File: src/rtl/uart_reg_responder.sv
`default_nettype none
// ============================================================================
// Module   : uart_reg_responder
// Purpose  : Host-side command responder. Pops register read/write frames
//            (OP, ADDR, [DATA], [CSUM]) from the UART RX FIFO, executes them
//            against an internal 8-bit register file and pushes exactly one
//            response byte per frame into the UART TX FIFO.
// Options  : UART_REG_RESPONDER_CSUM_EN - every frame carries a trailing XOR
//            checksum byte that must match before the frame is executed.
// Revision : 1.0 - initial release
// ============================================================================
module uart_reg_responder #(
  parameter int         NumRegs       = 16,
  parameter int         TimeoutCycles = 50000,
  parameter logic [7:0] AckByte       = 8'h06,
  parameter logic [7:0] NakByte       = 8'h15
) (
  input  logic                 i_clk,
  input  logic                 i_rst_n,
  input  logic                 i_rx_rdy,
  input  logic [7:0]           i_rx_data,
  output logic                 o_rx_req,
  input  logic                 i_tx_rdy,
  output logic                 o_tx_req,
  output logic [7:0]           o_tx_data,
  output logic [NumRegs*8-1:0] o_regs,
  output logic                 o_busy,
  output logic                 o_err
);

  localparam int         AddrWidth  = $clog2(NumRegs);
  localparam int         TimerWidth = (TimeoutCycles > 1) ? $clog2(TimeoutCycles) : 1;
  localparam logic [7:0] OP_WRITE   = 8'h57;
  localparam logic [7:0] OP_READ    = 8'h52;
  localparam logic [8:0] NUM_REGS_9 = 9'(NumRegs);

`ifdef UART_REG_RESPONDER_CSUM_EN
  typedef enum logic [2:0] {
    ST_IDLE     = 3'd0,
    ST_GET_ADDR = 3'd1,
    ST_GET_DATA = 3'd2,
    ST_GET_CSUM = 3'd3,
    ST_EXEC     = 3'd4,
    ST_SEND     = 3'd5
  } state_e;
  // Once the payload is in, the checksum byte still has to be collected
  localparam state_e ST_PAYLOAD_DONE = ST_GET_CSUM;
`else
  typedef enum logic [2:0] {
    ST_IDLE     = 3'd0,
    ST_GET_ADDR = 3'd1,
    ST_GET_DATA = 3'd2,
    ST_EXEC     = 3'd4,
    ST_SEND     = 3'd5
  } state_e;
  localparam state_e ST_PAYLOAD_DONE = ST_EXEC;
`endif

  state_e               state;
  state_e               state_next;
  logic                 pop_gap;      // a byte was popped last cycle
  logic                 pop_ok;
  logic                 op_valid;
  logic                 timer_done;
  logic                 timeout_hit;
  logic                 is_write;
  logic [7:0]           addr;
  logic [7:0]           data;
  logic [7:0]           resp;
  logic                 resp_nak;
  logic                 addr_ok;
  logic                 csum_ok;
  logic                 frame_ok;
  logic [AddrWidth-1:0] addr_idx;
  logic [7:0]           regs [NumRegs];

  // The FIFO needs one idle cycle between pops to advance its head
  assign pop_ok   = i_rx_rdy && !pop_gap;
  assign op_valid = (i_rx_data == OP_WRITE) || (i_rx_data == OP_READ);
  assign addr_idx = addr[AddrWidth-1:0];
  assign addr_ok  = {1'b0, addr} < NUM_REGS_9;
  assign frame_ok = addr_ok && csum_ok;

  // State register
  always_ff @(posedge i_clk) begin
    if (!i_rst_n) begin
      state <= ST_IDLE;
    end else begin
      state <= state_next;
    end
  end

  // Next-state and strobe decode; strobes are held off while reset is asserted
  always_comb begin
    state_next  = state;
    o_rx_req    = 1'b0;
    o_tx_req    = 1'b0;
    timeout_hit = 1'b0;
    if (i_rst_n) begin
      case (state)
        ST_IDLE: begin
          if (pop_ok) begin
            o_rx_req   = 1'b1;
            state_next = op_valid ? ST_GET_ADDR : ST_SEND;
          end
        end
        ST_GET_ADDR: begin
          if (pop_ok) begin
            o_rx_req   = 1'b1;
            state_next = is_write ? ST_GET_DATA : ST_PAYLOAD_DONE;
          end else if (timer_done) begin
            timeout_hit = 1'b1;
            state_next  = ST_IDLE;
          end
        end
        ST_GET_DATA: begin
          if (pop_ok) begin
            o_rx_req   = 1'b1;
            state_next = ST_PAYLOAD_DONE;
          end else if (timer_done) begin
            timeout_hit = 1'b1;
            state_next  = ST_IDLE;
          end
        end
`ifdef UART_REG_RESPONDER_CSUM_EN
        ST_GET_CSUM: begin
          if (pop_ok) begin
            o_rx_req   = 1'b1;
            state_next = ST_EXEC;
          end else if (timer_done) begin
            timeout_hit = 1'b1;
            state_next  = ST_IDLE;
          end
        end
`endif
        ST_EXEC: begin
          state_next = ST_SEND;
        end
        ST_SEND: begin
          if (i_tx_rdy) begin
            o_tx_req   = 1'b1;
            state_next = ST_IDLE;
          end
        end
        default: begin
          state_next = ST_IDLE;
        end
      endcase
    end
  end

  generate
    if (TimeoutCycles > 0) begin : g_timeout
      logic                  waiting;
      logic [TimerWidth-1:0] timer;

`ifdef UART_REG_RESPONDER_CSUM_EN
      assign waiting = (state == ST_GET_ADDR) || (state == ST_GET_DATA) ||
                       (state == ST_GET_CSUM);
`else
      assign waiting = (state == ST_GET_ADDR) || (state == ST_GET_DATA);
`endif
      // Timer value k-1 in the k-th cycle after the last consumed byte
      assign timer_done = (timer == TimerWidth'(TimeoutCycles - 1));

      // Inter-byte timer: restarts on every consumed byte, runs only mid-frame
      always_ff @(posedge i_clk) begin
        if (!i_rst_n || o_rx_req || !waiting || timeout_hit) begin
          timer <= '0;
        end else begin
          timer <= timer + TimerWidth'(1);
        end
      end
    end else begin : g_no_timeout
      assign timer_done = 1'b0;
    end
  endgenerate

`ifdef UART_REG_RESPONDER_CSUM_EN
  logic [7:0] csum_acc;

  // XOR of every frame byte including CSUM; a good frame folds to zero
  always_ff @(posedge i_clk) begin
    if (!i_rst_n) begin
      csum_acc <= 8'h00;
    end else if (o_rx_req) begin
      csum_acc <= (state == ST_IDLE) ? i_rx_data : (csum_acc ^ i_rx_data);
    end
  end

  assign csum_ok = (csum_acc == 8'h00);
`else
  assign csum_ok = 1'b1;
`endif

  // Frame field capture and response byte generation
  always_ff @(posedge i_clk) begin
    if (!i_rst_n) begin
      pop_gap  <= 1'b0;
      is_write <= 1'b0;
      addr     <= 8'h00;
      data     <= 8'h00;
      resp     <= 8'h00;
      resp_nak <= 1'b0;
    end else begin
      pop_gap <= o_rx_req;
      if (o_rx_req) begin
        case (state)
          ST_IDLE: begin
            is_write <= (i_rx_data == OP_WRITE);
            if (!op_valid) begin
              resp     <= NakByte;
              resp_nak <= 1'b1;
            end
          end
          ST_GET_ADDR: addr <= i_rx_data;
          ST_GET_DATA: data <= i_rx_data;
          default: ;
        endcase
      end
      if (state == ST_EXEC) begin
        resp_nak <= !frame_ok;
        if (!frame_ok) begin
          resp <= NakByte;
        end else if (is_write) begin
          resp <= AckByte;
        end else begin
          resp <= regs[addr_idx];
        end
      end
    end
  end

  // Register file: written only by an accepted write frame
  always_ff @(posedge i_clk) begin
    if (!i_rst_n) begin
      for (int k = 0; k < NumRegs; k++) begin
        regs[k] <= 8'h00;
      end
    end else if ((state == ST_EXEC) && frame_ok && is_write) begin
      regs[addr_idx] <= data;
    end
  end

  generate
    for (genvar k = 0; k < NumRegs; k++) begin : g_flat
      assign o_regs[8*k +: 8] = regs[k];
    end
  endgenerate

  assign o_tx_data = resp;
  assign o_busy    = (state != ST_IDLE);
  assign o_err     = (o_tx_req && resp_nak) || timeout_hit;

endmodule
`default_nettype wire

File: config.mk
export PLATFORM = sky130hd
export DESIGN_NAME = uart_reg_responder
export DESIGN_NICKNAME = d
export VERILOG_FILES = /design/src/rtl/uart_reg_responder.sv
export SDC_FILE = /design/constraint.sdc
export NUM_CORES = 1
export LEC_CHECK = 0
export CAP_MARGIN = 20
export CORE_MARGIN = 3
export CORE_UTILIZATION = 45
export CTS_CLUSTER_DIAMETER = 50
export CTS_CLUSTER_SIZE = 30
export DETAILED_ROUTE_END_ITERATION = 6
export PLACE_DENSITY_LB_ADDON = 0.2
export SETUP_SLACK_MARGIN = 0.3
export SLEW_MARGIN = 20
export SYNTH_ARGS = -nofsm -noshare
export SYNTH_HDL_FRONTEND = slang
export SYNTH_SLANG_ARGS = --single-unit
File: constraint.sdc
create_clock -name i_clk -period 4.65 [get_ports i_clk]
set_input_delay 0.465 -clock i_clk [delete_from_list [all_inputs] [get_ports i_clk]]
set_output_delay 0.465 -clock i_clk [all_outputs]
set_load 0.005 [all_outputs]
Yosys cells after proc, flatten, opt, wreduce, memory -nomap -nowiden
Memory sizes are Yosys's and may differ from the RTL's. A register that Yosys moved wholly into a read port is not among the register bits.
Index checks and enable logic that the tools add are counted.
- register bits after elaboration: 46
- bits in writable memories: 128
- input bits: 12
- output and inout bits: 140
- logic and storage cells: 84
- memories: 1
- add/subtract/negate cells: 1
- $lt $le $gt $ge: 1
- eq/ne operators: 10
- muxes and demuxes: 37
- reduce and logical (&&, ||, !) cells: 26
- memory list (name ; words ; width ; read ports ; clocked after Yosys merged registers in ; write ports ; line ; RTL):
    regs ; 16 ; 8 ; 17 ; 1 ; 16 ; 75 ; logic [7:0] regs [NumRegs];
- operator list (kind ; number):
    $mux 8 ; 7
    $mux 3 ; 7
    $mux 1 ; 19
    $add 16x1->16 const B ; 1
    $eq 16x16->1 const B ; 1
    $eq 8x7->1 const B ; 2
    $pmux 3 s5 ; 1
    $mux 4 ; 3
    $lt 8x5->1 const B ; 1
    $reduce_and 2->1 ; 4
    $reduce_or 8->1 ; 1
    $eq 3x3->1 const B ; 2
    $logic_or 1x1->1 ; 6
    $logic_and 1x1->1 ; 4
    $logic_not 1->1 ; 4
    $ne 2x2->1 const B ; 2
    $reduce_bool 2->1 ; 2
    $eq 3x1->1 const B ; 1
    $eq 3x2->1 const B ; 1
    $logic_not 3->1 ; 1
    $reduce_and 3->1 ; 1
    $reduce_bool 3->1 ; 1
    $reduce_or 3->1 ; 1
    $ne 2x1->1 const B ; 1
    $reduce_or 2->1 ; 1

Longest topological paths before layout
- depth after elaboration: 8
- gate-level depth with buffers: 7

Worst setup path before layout
No wires, ideal clock.
- path kind: input -> register
- start point: input port i_rst_n
- end point: memory regs[0][0], enable pin
- setup time: 384 ps
- arrival time: 2340 ps
- setup slack: 1926 ps
- cell stages on the path: 6
- buffers on the path: 2
- cell sequence: clkbuf_1 > inv_1 > nor4_4 > or3b_1 > buf_2 > o21ai_0
- RTL lines (element ; line ; RTL):
    from (decl) ; 19 ; input logic i_rst_n,
    to (decl) ; 75 ;

==> impl_metrics.xml <==
<?xml version="1.0" encoding="UTF-8"?>
<metrics>
  <group name="floorplanning">
    <metric name="floorplan.die.height" unit="µm">137</metric>
    <metric name="io-pin-count" unit="">152</metric>
    <metric name="dieArea" unit="µm²">18800</metric>
    <metric name="die_span_x" unit="µm">137</metric>
    <metric name="start_util" unit="%">46.4</metric>
    <metric name="floorplan.core_area" unit="µm²">16700</metric>
    <metric name="number_of_standard_cell_rows_in_the_floorplan" unit="">47</metric>
  </group>
  <group name="grt">
    <metric name="via_count_of_the_first_global_routing_pass" unit="">5865</metric>
    <metric name="antenna_found_initial" unit="">0</metric>
    <metric name="grt_util_all_layers" unit="%">25.3</metric>
    <metric name="grt_max_degree" unit="">38</metric>
    <metric name="grt_pass1_wl" unit="µm">34700</metric>
    <metric name="gr-total-overflow" unit="">0</metric>
  </group>
  <group name="critical_path">
    <metric name="worst-r2r-setup-slack" unit="ns">1.58</metric>
    <metric name="timing.rr.end" unit="">regs[12][1]</metric>
    <metric name="timing.critical_path.cells" unit="">or3b_4 &gt; nor4_4 &gt; or3b_1 &gt; buf_4 &gt; o21ai_1</metric>
    <metric name="crit_path_max_incr_delay" unit="ns">0.61</metric>
    <metric name="crit_type" unit="">reg -&gt; reg</metric>
    <metric name="critical_path.endpoint" unit="">regs[12][1]</metric>
    <metric name="worst_setup_path_startpoint" unit="">state[2]</metric>
    <metric name="timing.critical_path.depth" unit="">5</metric>
    <metric name="critical_path_source_type" unit="">register</metric>
    <metric name="worst-path-buf-inv" unit="">1</metric>
    <metric name="critical_path_arrival" unit="ns">3.13</metric>
    <metric name="critical_path_required" unit="ns">4.71</metric>
    <metric name="worstPathMaxFanout" unit="">30</metric>
    <metric name="cpMaxStageDelayCell" unit="">sky130_fd_sc_hd__o21ai_1</metric>
    <metric name="worst_path_dominant_cell_family" unit="">simple AND/OR/NAND/NOR gates</metric>
    <metric name="reg2reg_start" unit="">state[2]</metric>
    <metric name="timing.reg2reg.worst_path_depth" unit="">5</metric>
    <metric name="cp-end-kind" unit="">register</metric>
  </group>
  <group name="clocking">
    <metric name="clock_tree.buffer_depth" unit="">2</metric>
    <metric name="insertion_delay" unit="ns">0.43</metric>
    <metric name="tritoncts_clock_tree" unit="">yes</metric>
    <metric name="worst_setup_hold_path_clk_slew" unit="ns">0.06</metric>
    <metric name="clock-sinks" unit="">178</metric>
    <metric name="numCtsBuffers" unit="">17</metric>
    <metric name="cts_hold_buf" unit="">0</metric>
    <metric name="postCtsSetupRepairBufs" unit="">0</metric>
    <metric name="postCtsResizedCells" unit="">0</metric>
    <metric name="cts.root.buffer_cell" unit="">sky130_fd_sc_hd__clkbuf_16</metric>
    <metric name="htree_num_levels" unit="">4</metric>
  </group>
  <group name="timing">
    <metric name="timing.setup.tns" unit="ns">0</metric>
    <metric name="worst_clock_skew" unit="ns">0.00856</metric>
    <metric name="post-route-min-period" unit="ns">3.07</metric>
    <metric name="total_count_of_hold_check_failures_in_the_final_report" unit="">0</metric>
    <metric name="max_freq" unit="MHz">325</metric>
    <metric name="rsz0062_at_grt" unit="">false</metric>
    <metric name="worstMarginPinSlew" unit="ns">1.03</metric>
    <metric name="slew-limit-headroom" unit="%">31.2</metric>
    <metric name="min_period_over_period" unit="%">66.1</metric>
    <metric name="final_max_slew_viol_count" unit="">0</metric>
    <metric name="setup_viol" unit="">0</metric>
  </group>
  <group name="logic_synthesis">
    <metric name="ys_async_sr_fraction" unit="%">0</metric>
    <metric name="synth-seq-area-share" unit="%">62.6</metric>
    <metric name="ys_seq_elements" unit="">178</metric>
    <metric name="syn-instance-count" unit="">633</metric>
    <metric name="synth_flop_type" unit="">sky130_fd_sc_hd__edfxtp_1</metric>
    <metric name="average_cell_area_after_synthesis" unit="µm²">12.2</metric>
    <metric name="synth-edff-count" unit="">128</metric>
    <metric name="yosys_warnings" unit="">0</metric>
    <metric name="synth_cell_type_count" unit="">44</metric>
    <metric name="mappedNetlistArea" unit="µm²">7740</metric>
    <metric name="mappedNetlistNets" unit="">646</metric>
  </group>
  <group name="drt">
    <metric name="vias" unit="">5889</metric>
    <metric name="drtAntennaViolNets" unit="">0</metric>
    <metric name="drt_iter0_markers" unit="">587</metric>
    <metric name="vias_per_cell" unit="">5.77</metric>
    <metric name="wl_per_cell" unit="µm">22.9</metric>
    <metric name="drcViolationCount" unit="">0</metric>
    <metric name="detail_route.first_pass.iterations" unit="">6</metric>
    <metric name="routed_wl" unit="µm">23300</metric>
  </group>
  <group name="layout">
    <metric name="layout_nets" unit="">801</metric>
    <metric name="instances_no_fill" unit="">1021</metric>
    <metric name="layout_commonest_cell" unit="">sky130_fd_sc_hd__nor2_1</metric>
    <metric name="stdcell_area" unit="µm²">10100</metric>
    <metric name="layout_common_cells" unit="">158 x sky130_fd_sc_hd__nor2_1, 151 x sky130_fd_sc_hd__clkdlybuf4s50_1, 128 x sky130_fd_sc_hd__edfxtp_1</metric>
    <metric name="synthToLayoutAreaGrowth" unit="%">30.9</metric>
    <metric name="drive_above_1_share" unit="%">11.4</metric>
    <metric name="post-route-util" unit="%">60.7</metric>
    <metric name="n_antenna_cell" unit="">0</metric>
  </group>
  <group name="power_and_ir_drop">
    <metric name="p_total" unit="µW">3550</metric>
    <metric name="power_per_cell_area" unit="nW/µm²">350</metric>
    <metric name="p_leak" unit="µW">0.00332</metric>
    <metric name="ir_worst_vdd" unit="mV">0.299</metric>
  </group>
  <group name="status">
    <metric name="status" unit="">finished, final reports clean</metric>
  </group>
  <group name="job">
    <metric name="number_of_maximum_capacitance_constraint_violations" unit="">0</metric>
  </group>
  <group name="placement">
    <metric name="place.port_buffers" unit="">151</metric>
    <metric name="post_dp_cell_area" unit="µm²">9530</metric>
    <metric name="placedCellCount" unit="">989</metric>
    <metric name="gp_congestion" unit="">0.877</metric>
    <metric name="place_hpwl" unit="µm">16500</metric>
  </group>
  <group name="worst_hold_path">
    <metric name="min_delay_path_depth" unit="">1</metric>
    <metric name="hp-class" unit="">reg -&gt; reg</metric>
  </group>
</metrics>
-- sequential cells by signal, indices dropped and copies added, names as in the netlist, named ones only --
name / flops
regs: 128
g_timeout.timer: 16
addr: 8
data: 8
o_tx_data: 8
state: 3
is_write: 1
pop_gap: 1
resp_nak: 1
-- Yosys cell counts (all sizes together) (2+ instances only) --
cell | instances | area share (%)
a21o | 3 | 0.29
a21oi | 8 | 0.52
a221oi | 2 | 0.23
a32o | 4 | 0.52
and2 | 2 | 0.16
and3 | 4 | 0.32
buf | 16 | 1.2
clkbuf | 21 | 1.0
dfxtp | 50 | 13
edfxtp | 128 | 50
inv | 5 | 0.24
mux2 | 3 | 0.44
mux2i | 24 | 3.1
mux4 | 32 | 9.3
nand2 | 66 | 3.2
nand2b | 5 | 0.40
nand3 | 10 | 0.65
nand3b | 2 | 0.19
nand4 | 4 | 0.32
nor2 | 158 | 7.7
nor2b | 7 | 0.57
nor3 | 3 | 0.19
nor4 | 5 | 0.60
nor4b | 3 | 0.34
nor4bb | 3 | 0.39
o211a | 2 | 0.26
o21ai | 29 | 1.9
o221ai | 2 | 0.23
o22ai | 3 | 0.24
or2 | 2 | 0.16
or3 | 6 | 0.48
or3b | 2 | 0.26
or4 | 4 | 0.39
xnor2 | 7 | 0.79
xor2 | 3 | 0.34
-- per-layer routing --
metal / wire (µm) / vias to the layer above / track usage, %
met5: 0 / - / 0
met4: 417 / 0 / 6.49
met3: 2250 / 31 / 6.17
met2: 11700 / 293 / 42.3
met1: 8920 / 2961 / 33.2
li1: - / 2604 / -
-- kinds of logic (layout without fill, tap and decap cells) --
kind of cell,after synthesis,count (layout),synth area share (%)
mux,59,59,12.8
simple gates,286,286,16.3
xor+xnor,10,10,1.13
buf+inv,42,210,2.44
flops,178,178,62.6
fa+ha+maj,1,1,0.162
compound gates,57,57,4.56
-- cell type report --
cell class                 count  area [µm²]
fill                        1339        6570
sequential                   178        4850
multi-input combinational    413        2720
timing repair buffer         173        1680
clock buffer                  19         433
tap                          220         275
clock inverter                13         161
inverter                       5        18.8
-- through the flow --
step | setup WS [ns] | hold WS [ns]
after floorplan | 1.93 | 0.430
after global placement | 1.14 | 0.445
after detailed placement | 1.04 | 0.452
after CTS | 1.32 | 0.466
after global routing | 1.44 | 0.494
final | 1.58 | 0.464
-- how the worst min path moves through the flow --
stage / startpoint / endpoint / slack (ns)
after floorplan: g_timeout.timer[0] / g_timeout.timer[0] / 0.43
after global placement: g_timeout.timer[0] / g_timeout.timer[0] / 0.45
after detailed placement: g_timeout.timer[0] / g_timeout.timer[0] / 0.45
after CTS: g_timeout.timer[0] / g_timeout.timer[0] / 0.47
after global routing: resp_nak / resp_nak / 0.49
final: g_timeout.timer[0] / g_timeout.timer[0] / 0.46
-- power by group --
group / total (µW) / switching, µW / internal [µW]
Combinational: 289 / 130 / 159
Clock: 1450 / 608 / 845
Sequential: 1810 / 55.1 / 1750
Total: 3550 / 794 / 2750
No activity file was read; power rests on OpenSTA's default activity.
